[src/rtl/wb_pipe_stage_pkg.sv]
// Shared write-back definitions: source select codes and stage state encoding.
package wb_pipe_stage_pkg;

    localparam int WB_SRC_ALU = 0;
    localparam int WB_SRC_MEM = 1;
    localparam int WB_SRC_PC  = 2;
    localparam int WB_SRC_IMM = 3;

    typedef enum logic [1:0] {
        ST_IDLE     = 2'd0,
        ST_VALID    = 2'd1,
        ST_MEM_WAIT = 2'd2
    } wb_state_e;

endpackage

[src/rtl/wb_src_mux.sv]
// Combinational write-back source selector; out-of-range codes yield zero data and err_o.
module wb_src_mux
    import wb_pipe_stage_pkg::*;
#(
    parameter int DATA_W  = 16,
    parameter int NUM_SRC = 4,
    parameter int SEL_W   = 2
) (
    input  logic [SEL_W-1:0]  sel_i,
    input  logic [DATA_W-1:0] alu_i,
    input  logic [DATA_W-1:0] mem_i,
    input  logic [DATA_W-1:0] pc_i,
    input  logic [DATA_W-1:0] imm_i,
    output logic [DATA_W-1:0] data_o,
    output logic              err_o
);

    always_comb begin
        err_o  = (32'(sel_i) >= NUM_SRC);
        data_o = '0;
        if (!err_o) begin
            case (32'(sel_i))
                WB_SRC_ALU: data_o = alu_i;
                WB_SRC_MEM: data_o = mem_i;
                WB_SRC_PC:  data_o = pc_i;
                WB_SRC_IMM: data_o = imm_i;
                default:    data_o = '0;
            endcase
        end
    end

endmodule

[src/rtl/wb_pipe_stage.sv]
// Registered write-back stage: latches the retiring instruction, waits on slow loads,
// and drives the register-file write port plus forwarding/status flags.
module wb_pipe_stage
    import wb_pipe_stage_pkg::*;
#(
    parameter int DATA_W     = 16,
    parameter int REG_ADDR_W = 3,
    parameter int NUM_SRC    = 4,
    parameter int SEL_W      = 2
) (
    input  logic                  clk,
    input  logic                  rst,
    input  logic                  stall,
    input  logic                  flush,
    input  logic                  in_valid,
    input  logic [DATA_W-1:0]     in_alu,
    input  logic [DATA_W-1:0]     in_mem,
    input  logic [DATA_W-1:0]     in_pc_inc,
    input  logic [DATA_W-1:0]     in_imm,
    input  logic [SEL_W-1:0]      in_sel,
    input  logic                  in_wr_en,
    input  logic [REG_ADDR_W-1:0] in_wr_addr,
    input  logic                  in_halt,
    input  logic                  mem_rdy,
    output logic                  wb_en,
    output logic [REG_ADDR_W-1:0] wb_addr,
    output logic [DATA_W-1:0]     wb_data,
    output logic                  fwd_valid,
    output logic                  busy,
    output logic                  halt_out,
    output logic                  sel_err
);

    localparam logic [SEL_W-1:0] SEL_MEM = SEL_W'(WB_SRC_MEM);

    wb_state_e             state_q, state_d;
    logic                  wr_en_q, wr_en_d;
    logic                  halt_lat_q, halt_lat_d;
    logic                  done_q, done_d;
    logic                  sel_err_q, sel_err_d;
    logic                  halt_q, halt_d;
    logic [REG_ADDR_W-1:0] addr_q, addr_d;
    logic [REG_ADDR_W-1:0] pend_addr_q, pend_addr_d;
    logic [DATA_W-1:0]     data_q, data_d;
    logic [DATA_W-1:0]     mux_data;
    logic                  mux_err;
    logic                  accept;
    logic                  retiring;
    logic                  load_new;

    wb_src_mux #(
        .DATA_W (DATA_W),
        .NUM_SRC(NUM_SRC),
        .SEL_W  (SEL_W)
    ) u_src_mux (
        .sel_i (in_sel),
        .alu_i (in_alu),
        .mem_i (in_mem),
        .pc_i  (in_pc_inc),
        .imm_i (in_imm),
        .data_o(mux_data),
        .err_o (mux_err)
    );

    assign busy     = (state_q == ST_MEM_WAIT);
    assign accept   = in_valid & ~stall & ~busy & ~flush;
    // A flush in the VALID cycle discards the latched instruction before it writes.
    assign retiring = (state_q == ST_VALID) & ~flush;
    assign wb_en     = retiring & wr_en_q & ~done_q;
    assign fwd_valid = wb_en;
    assign wb_addr   = addr_q;
    assign wb_data   = data_q;
    assign halt_out  = halt_q | (retiring & halt_lat_q);
    assign sel_err   = sel_err_q;

    always_comb begin
        state_d     = state_q;
        wr_en_d     = wr_en_q;
        halt_lat_d  = halt_lat_q;
        done_d      = done_q;
        sel_err_d   = sel_err_q;
        addr_d      = addr_q;
        pend_addr_d = pend_addr_q;
        data_d      = data_q;
        load_new    = 1'b0;
        halt_d      = halt_q | (retiring & halt_lat_q);

        if (flush) begin
            state_d = ST_IDLE;
        end else begin
            case (state_q)
                ST_IDLE: load_new = accept;
                ST_VALID: begin
                    // Held under stall, but the write has already happened once.
                    if (stall)       done_d   = 1'b1;
                    else if (accept) load_new = 1'b1;
                    else             state_d  = ST_IDLE;
                end
                ST_MEM_WAIT: begin
                    if (mem_rdy) begin
                        state_d = ST_VALID;
                        addr_d  = pend_addr_q;
                        data_d  = in_mem;
                        done_d  = 1'b0;
                    end
                end
                default: state_d = ST_IDLE;
            endcase
        end

        if (load_new) begin
            wr_en_d    = in_wr_en & ~mux_err;
            halt_lat_d = in_halt;
            done_d     = 1'b0;
            sel_err_d  = sel_err_q | mux_err;
            if ((in_sel == SEL_MEM) && !mem_rdy && !mux_err) begin
                state_d     = ST_MEM_WAIT;
                pend_addr_d = in_wr_addr;
            end else begin
                state_d = ST_VALID;
                addr_d  = in_wr_addr;
                data_d  = mux_data;
            end
        end
    end

    always_ff @(posedge clk) begin
        if (rst) begin
            state_q     <= ST_IDLE;
            wr_en_q     <= 1'b0;
            halt_lat_q  <= 1'b0;
            done_q      <= 1'b0;
            sel_err_q   <= 1'b0;
            halt_q      <= 1'b0;
            addr_q      <= '0;
            pend_addr_q <= '0;
            data_q      <= '0;
        end else begin
            state_q     <= state_d;
            wr_en_q     <= wr_en_d;
            halt_lat_q  <= halt_lat_d;
            done_q      <= done_d;
            sel_err_q   <= sel_err_d;
            halt_q      <= halt_d;
            addr_q      <= addr_d;
            pend_addr_q <= pend_addr_d;
            data_q      <= data_d;
        end
    end

endmodule

[config.mk]
export PLATFORM = sky130hd
export DESIGN_NAME = wb_pipe_stage
export DESIGN_NICKNAME = d
export VERILOG_FILES = /design/src/rtl/wb_pipe_stage_pkg.sv /design/src/rtl/wb_src_mux.sv /design/src/rtl/wb_pipe_stage.sv
export SDC_FILE = /design/constraint.sdc
export NUM_CORES = 1
export LEC_CHECK = 0
export BUFFER_PORTS_ARGS = -buffer_cell sky130_fd_sc_hd__buf_2
export CAP_MARGIN = 30
export CORE_MARGIN = 2
export CORE_UTILIZATION = 44
export DETAILED_ROUTE_END_ITERATION = 12
export PLACE_DENSITY = 0.77
export SKIP_LAST_GASP = 1
export SLEW_MARGIN = 20
export SYNTH_ARGS = -nofsm -noshare
export SYNTH_HDL_FRONTEND = slang
export SYNTH_SLANG_ARGS = --single-unit
[constraint.sdc]
create_clock -name clk -period 1.7 [get_ports clk]
set_input_delay 0.17 -clock clk [delete_from_list [all_inputs] [get_ports clk]]
set_output_delay 0.17 -clock clk [all_outputs]
set_load 0.02 [all_outputs]
; Word-level counts from Yosys, hierarchy flattened
; Index checks and enable logic that the tools add are counted.
[classes]
addsub = 0
n_mul = 0
div_mod_pow = 0
order_cmp = 0
eq_ne = 11
shifts = 0
mux = 25
bitwise = 12
n_reduce_logical = 9
[ops]
columns = cell, count
row1 = $mux 16, 5
row2 = $pmux 16 s4, 1
row3 = $mux 3, 5
row4 = $mux 2, 6
row5 = $ne 4x4->1 const B, 2
row6 = $reduce_and 4->1, 2
row7 = $and 1x1->1, 7
row8 = $eq 2x2->1 const B, 3
row9 = $pmux 2 s3, 1
row10 = $mux 1, 5
row11 = $eq 2x1->1 const B, 2
row12 = $logic_not 2->1, 2
row13 = $ne 2x2->1 const B, 2
row14 = $ne 4x3->1 const B, 1
row15 = $not 1->1, 4
row16 = $pmux 1 s2, 2
row17 = $ne 3x3->1 const B, 1
row18 = $reduce_and 2->1, 1
row19 = $reduce_bool 2->1, 1
row20 = $reduce_or 2->1, 1
row21 = $logic_and 1x1->1, 1
row22 = $logic_not 1->1, 1
row23 = $or 1x1->1, 1
[word_totals]
reg_bits = 28
latchBits = 0
ram_bits = 0
mem_bits_ro = 0
in_bits = 77
out_inout_bits = 24
word_cells = 65
memories = 0

; Depth between registers and ports, before layout
[depth]
word_depth = 10
depth_mapped = 6
depth_no_buf = 3

; Cells and area by module
; Synthesis repeated with hierarchy kept, for this count alone.
[unflattened]
cells_unflattened = 186
area_unflattened_um2 = 1923.1
[by_module_without_submodules]
columns = module, n_inst, cells_per_inst, area_per_inst_um2, seq_area_each_um2
row1 = wb_pipe_stage, 1, 164, 1487.7, 580.6
row2 = wb_src_mux, 1, 22, 435.4, 0.0

; Worst setup path before layout
; OpenSTA, ideal clock, no wires.
[synth_timing]
path_kind = register -> register
from = register state_q[1]
to = register data_q[10] (netlist: wb_data[10])
arrival_ns = 1.407
setup_slack_ns = 0.166
stages_incl_launch_ff = 6
path_buffers = 2
path_cell_list = dfxtp_1 buf_6 nor4b_4 a21o_2 buf_6 o32ai_2
[synth_between]
elab_chain_cells = 9
elab_cells_between_ends = 14
[synth_lines]
columns = item, line
row1 = start: declaration, wb_pipe_stage.sv:36  ; wb_state_e state_q, state_d;
row2 = start signal: assignment, wb_pipe_stage.sv:139  ; state_q <= state_d;
row3 = $eq 2x2->1, "wb_pipe_stage.sv:65, wb_pipe_stage.sv:91"
row4 = $not 1->1, wb_pipe_stage.sv:66  ; assign accept = in_valid & ~stall & ~busy & ~flush;
row5 = $and 1x1->1 (2 in series), wb_pipe_stage.sv:66
row6 = $mux 1, wb_pipe_stage.sv:96  ; else if (accept) load_new = 1'b1;
row7 = $mux 1, wb_pipe_stage.sv:95  ; if (stall) done_d = 1'b1;
row8 = $pmux 1 s2, wb_pipe_stage.sv:91  ; case (state_q)
row9 = $mux 1, wb_pipe_stage.sv:88  ; if (flush) begin
row10 = $mux 16 *, wb_pipe_stage.sv:111  ; if (load_new) begin
row11 = end signal: assignment, wb_pipe_stage.sv:147  ; data_q <= data_d;
row12 = end: declaration, wb_pipe_stage.sv:44  ; logic [DATA_W-1:0] data_q, data_d;
; Every way passes the cells marked *; elsewhere a longest branch is shown, timed or not.
; A chain may end at the register's enable or synchronous reset.

; Worst setup path after layout
[layout_timing]
from = register state_q[1]
to = register data_q[13] (netlist: wb_data[13])
; Same word-level chain as after synthesis.

==> impl_metrics.yaml <==
cells_and_area:
  diodes: 0
  final_common_cell: "buf_2"
  final_cell_mix: "buf_2 (99), mux2i_1 (35), dfxtp_1 (28), and2_1 (16), a221oi_1 (16)"
  nNetsFinal: 349
  nFillCells: 357
  syn_to_final_growth_pct: 33.61
  drive_gt1_frac: 0.4686
  fin_cells: 321
  multi_input_area_um2: 1137
  register_area_um2: 560.5
  utilization: 0.6062
power_and_ir_drop:
  ir_worst_vdd_uv: 783.3
  power_density_nw_per_um2: 605.2
  p_leak_nw: 1.057
die:
  row_count: 23
  die_area_um2: 4623
  core_area_um2: 3971
  fp.dieW_um: 67.99
  io_pins: 101
  die_y_um: 67.99
  start_util: 0.4537
synth:
  syn_area_um2: 1802
  ys_types: 37
  yosysSeqAreaShare: 0.3111
  synth.avg_cell_area_um2: 10.18
  synth_edf_count: 0
  ys_ff_latch: 28
  yosys_warnings: 0
  syn_nets: 254
  async_reset_ff_frac: 0
  synth_cells: 177
  synth_ff_type: "dfxtp_1"
critical_path:
  worstPathMaxFanout: 9
  timing.rr.end: "wb_data[13]"
  worst_setup_path_start_kind: "register"
  end_kind: "register"
  reg2reg_depth: 4
  reg2reg_setup_slack_ns: 0.14
  crit_arrival_ns: 1.72
  crit_required_ns: 1.86
  critPathKind: "reg -> reg"
  r2r_start: "state_q[1]"
cts:
  cts.hold.buffers_added: 0
  cts_tree: "built"
  clock_latency_ns: 0.27
  cts.sinks: 28
  htree_levels: 1
  cts_resized: 0
  cts.path.max_buffers: 2
  clk_pin_slew_ns: 0.10
  cts-root-buf: "clkbuf_8"
  cts_buffers: 3
  post_cts.repair.setup_buffers: 0
run_status:
  status: "finished, final reports clean"
drt:
  drt_first_pass_iters: 4
  wire_per_inst_um: 15.50
  vias_per_cell: 5.573
  num_vias: 1789
  drtAntennaViolNets: 0
  drc: 0
  drt-initial-drc-count: 54
  routed_wl_um: 4974
grt:
  track_usage: 0.2066
  grt_use_met3: 0.03618
  grt-busiest-layer: "met2"
  grt_max_degree: 34
  grt_use_met2: 0.3592
  antenna_found_initial: 0
  overflow: 0
  grt_pass1_vias: 1582
  grt_pass1_wl_um: 7265
  globalRouteMet1Util: 0.2668
min_path:
  hold_path_end: "wr_en_q"
  hp-class: "in -> reg"
  min_path_cells: 3
  worstHoldStart: "in_wr_en"
sta:
  finClkSkew_ns: 0.007362
  slew-limit-headroom: 0.5674
  finalCritPeriodShare: 0.9167
  setup_viol: 0
  drv_slew: 0
  worst_slew_pin_slew_ns: 0.6489
  fmax_mhz: 641.7
  rsz0062_at_grt: "false"
  fin_crit_ns: 1.558
  finalSetupTns_ns: 0
  timing.final.hold_violations: 0
placement:
  placed_cells: 317
  io_buffers: 99
  dp_hpwl_um: 3747
  gp_congestion: 0.9186
flow_run:
  max_cap_viol_count: 0
[stage by stage]
| stage | area (µm²) | hold slack [ns] | power [W] | setup slack, ns |
|---|---|---|---|---|
| 6_report | 2407 | 0.1223 | 0.001457 | 0.1417 |
| 5_1_grt | 2407 | 0.1348 | 0.001528 | 0.06813 |
| 4_1_cts | 2407 | 0.1228 | 0.001469 | 0.1422 |
| 3_5_place_dp | 2352 | 0.4201 | 0.001061 | 0.1706 |
| 3_3_place_gp | 2352 | 0.4112 | 0.001055 | 0.2261 |
| 2_1_floorplan | 1802 | 0.2416 | 0.0009022 | 0.1657 |
[flip-flops by register name (all words and copies together) (netlist names)]
name         cells
halt_lat_q       1
state_q          2
done_q           1
wr_en_q          1
wb_addr          3
wb_data         16
halt_q           1
pend_addr_q      3
[power by group]
part           switching (W)  internal (W)
Clock               0.000203      0.000207
Combinational       0.000182      0.000171
Sequential         0.0000141      0.000679
[worst max-delay path: stages, from the launching register on]
cell,delay [ns]
dfxtp_1,0.51
nor4bb_4,0.35
buf_4,0.23
mux2i_1,0.24
o32ai_2,0.11
[worst max-delay path by stage]
stage,from,to,slack (ns),cells after the start
floorplan,state_q[1],wb_data[10],0.17,5
global placement,state_q[1],wb_data[9],0.23,4
detailed placement,state_q[1],wb_data[13],0.17,4
CTS,state_q[1],wb_data[13],0.14,4
global route,state_q[1],wb_addr[0],0.07,4
finish,state_q[1],wb_data[13],0.14,4
[layout make-up]
type                            count  area share
Multi-Input combinational cell    129      0.4725
Clock buffer                        4     0.02287
Timing Repair Buffer              107      0.2412
Inverter                            3    0.004678
Sequential cell                    28      0.2328
Tap cell                           50     0.02599
[cell usage after synthesis, types with 2 or more instances]
cell type  instances  area share
mux2i_1           35        0.19
dfxtp_1           28        0.31
a221oi_1          16       0.078
and2_1            16       0.056
o32ai_2           10       0.090
clkbuf_1           7       0.015
a21oi_1            5       0.014
nand2_1            5       0.010
o32ai_1            5       0.024
a211oi_1           4       0.017
buf_4              4       0.017
o21ai_0            4       0.011
buf_6              3       0.019
inv_1              3      0.0062
nand3_1            3      0.0083
nor3_1             3      0.0083
a2111oi_0          2      0.0097
buf_2              2      0.0056
nor2_1             2      0.0042
nor2b_1            2      0.0069
nor3b_1            2      0.0083
[kinds of logic (layout without fill, tap and decap cells)]
group | Yosys count | after routing | synth area share
AOI/OAI and AO/OA | 53 | 53 | 0.2778
buffers and inverters | 20 | 114 | 0.06598
DFF | 28 | 28 | 0.3111
muxes | 35 | 35 | 0.1944
other | 1 | 1 | 0.002081
and+or+nand+nor | 40 | 40 | 0.1486
[routing by layer]
metal  share of wire  wire length (µm)
met3           0.052               261
met4          0.0088                44
met1            0.43              2138
met2            0.51              2529
met5               0                 0
(Power assumes the default switching activity.)
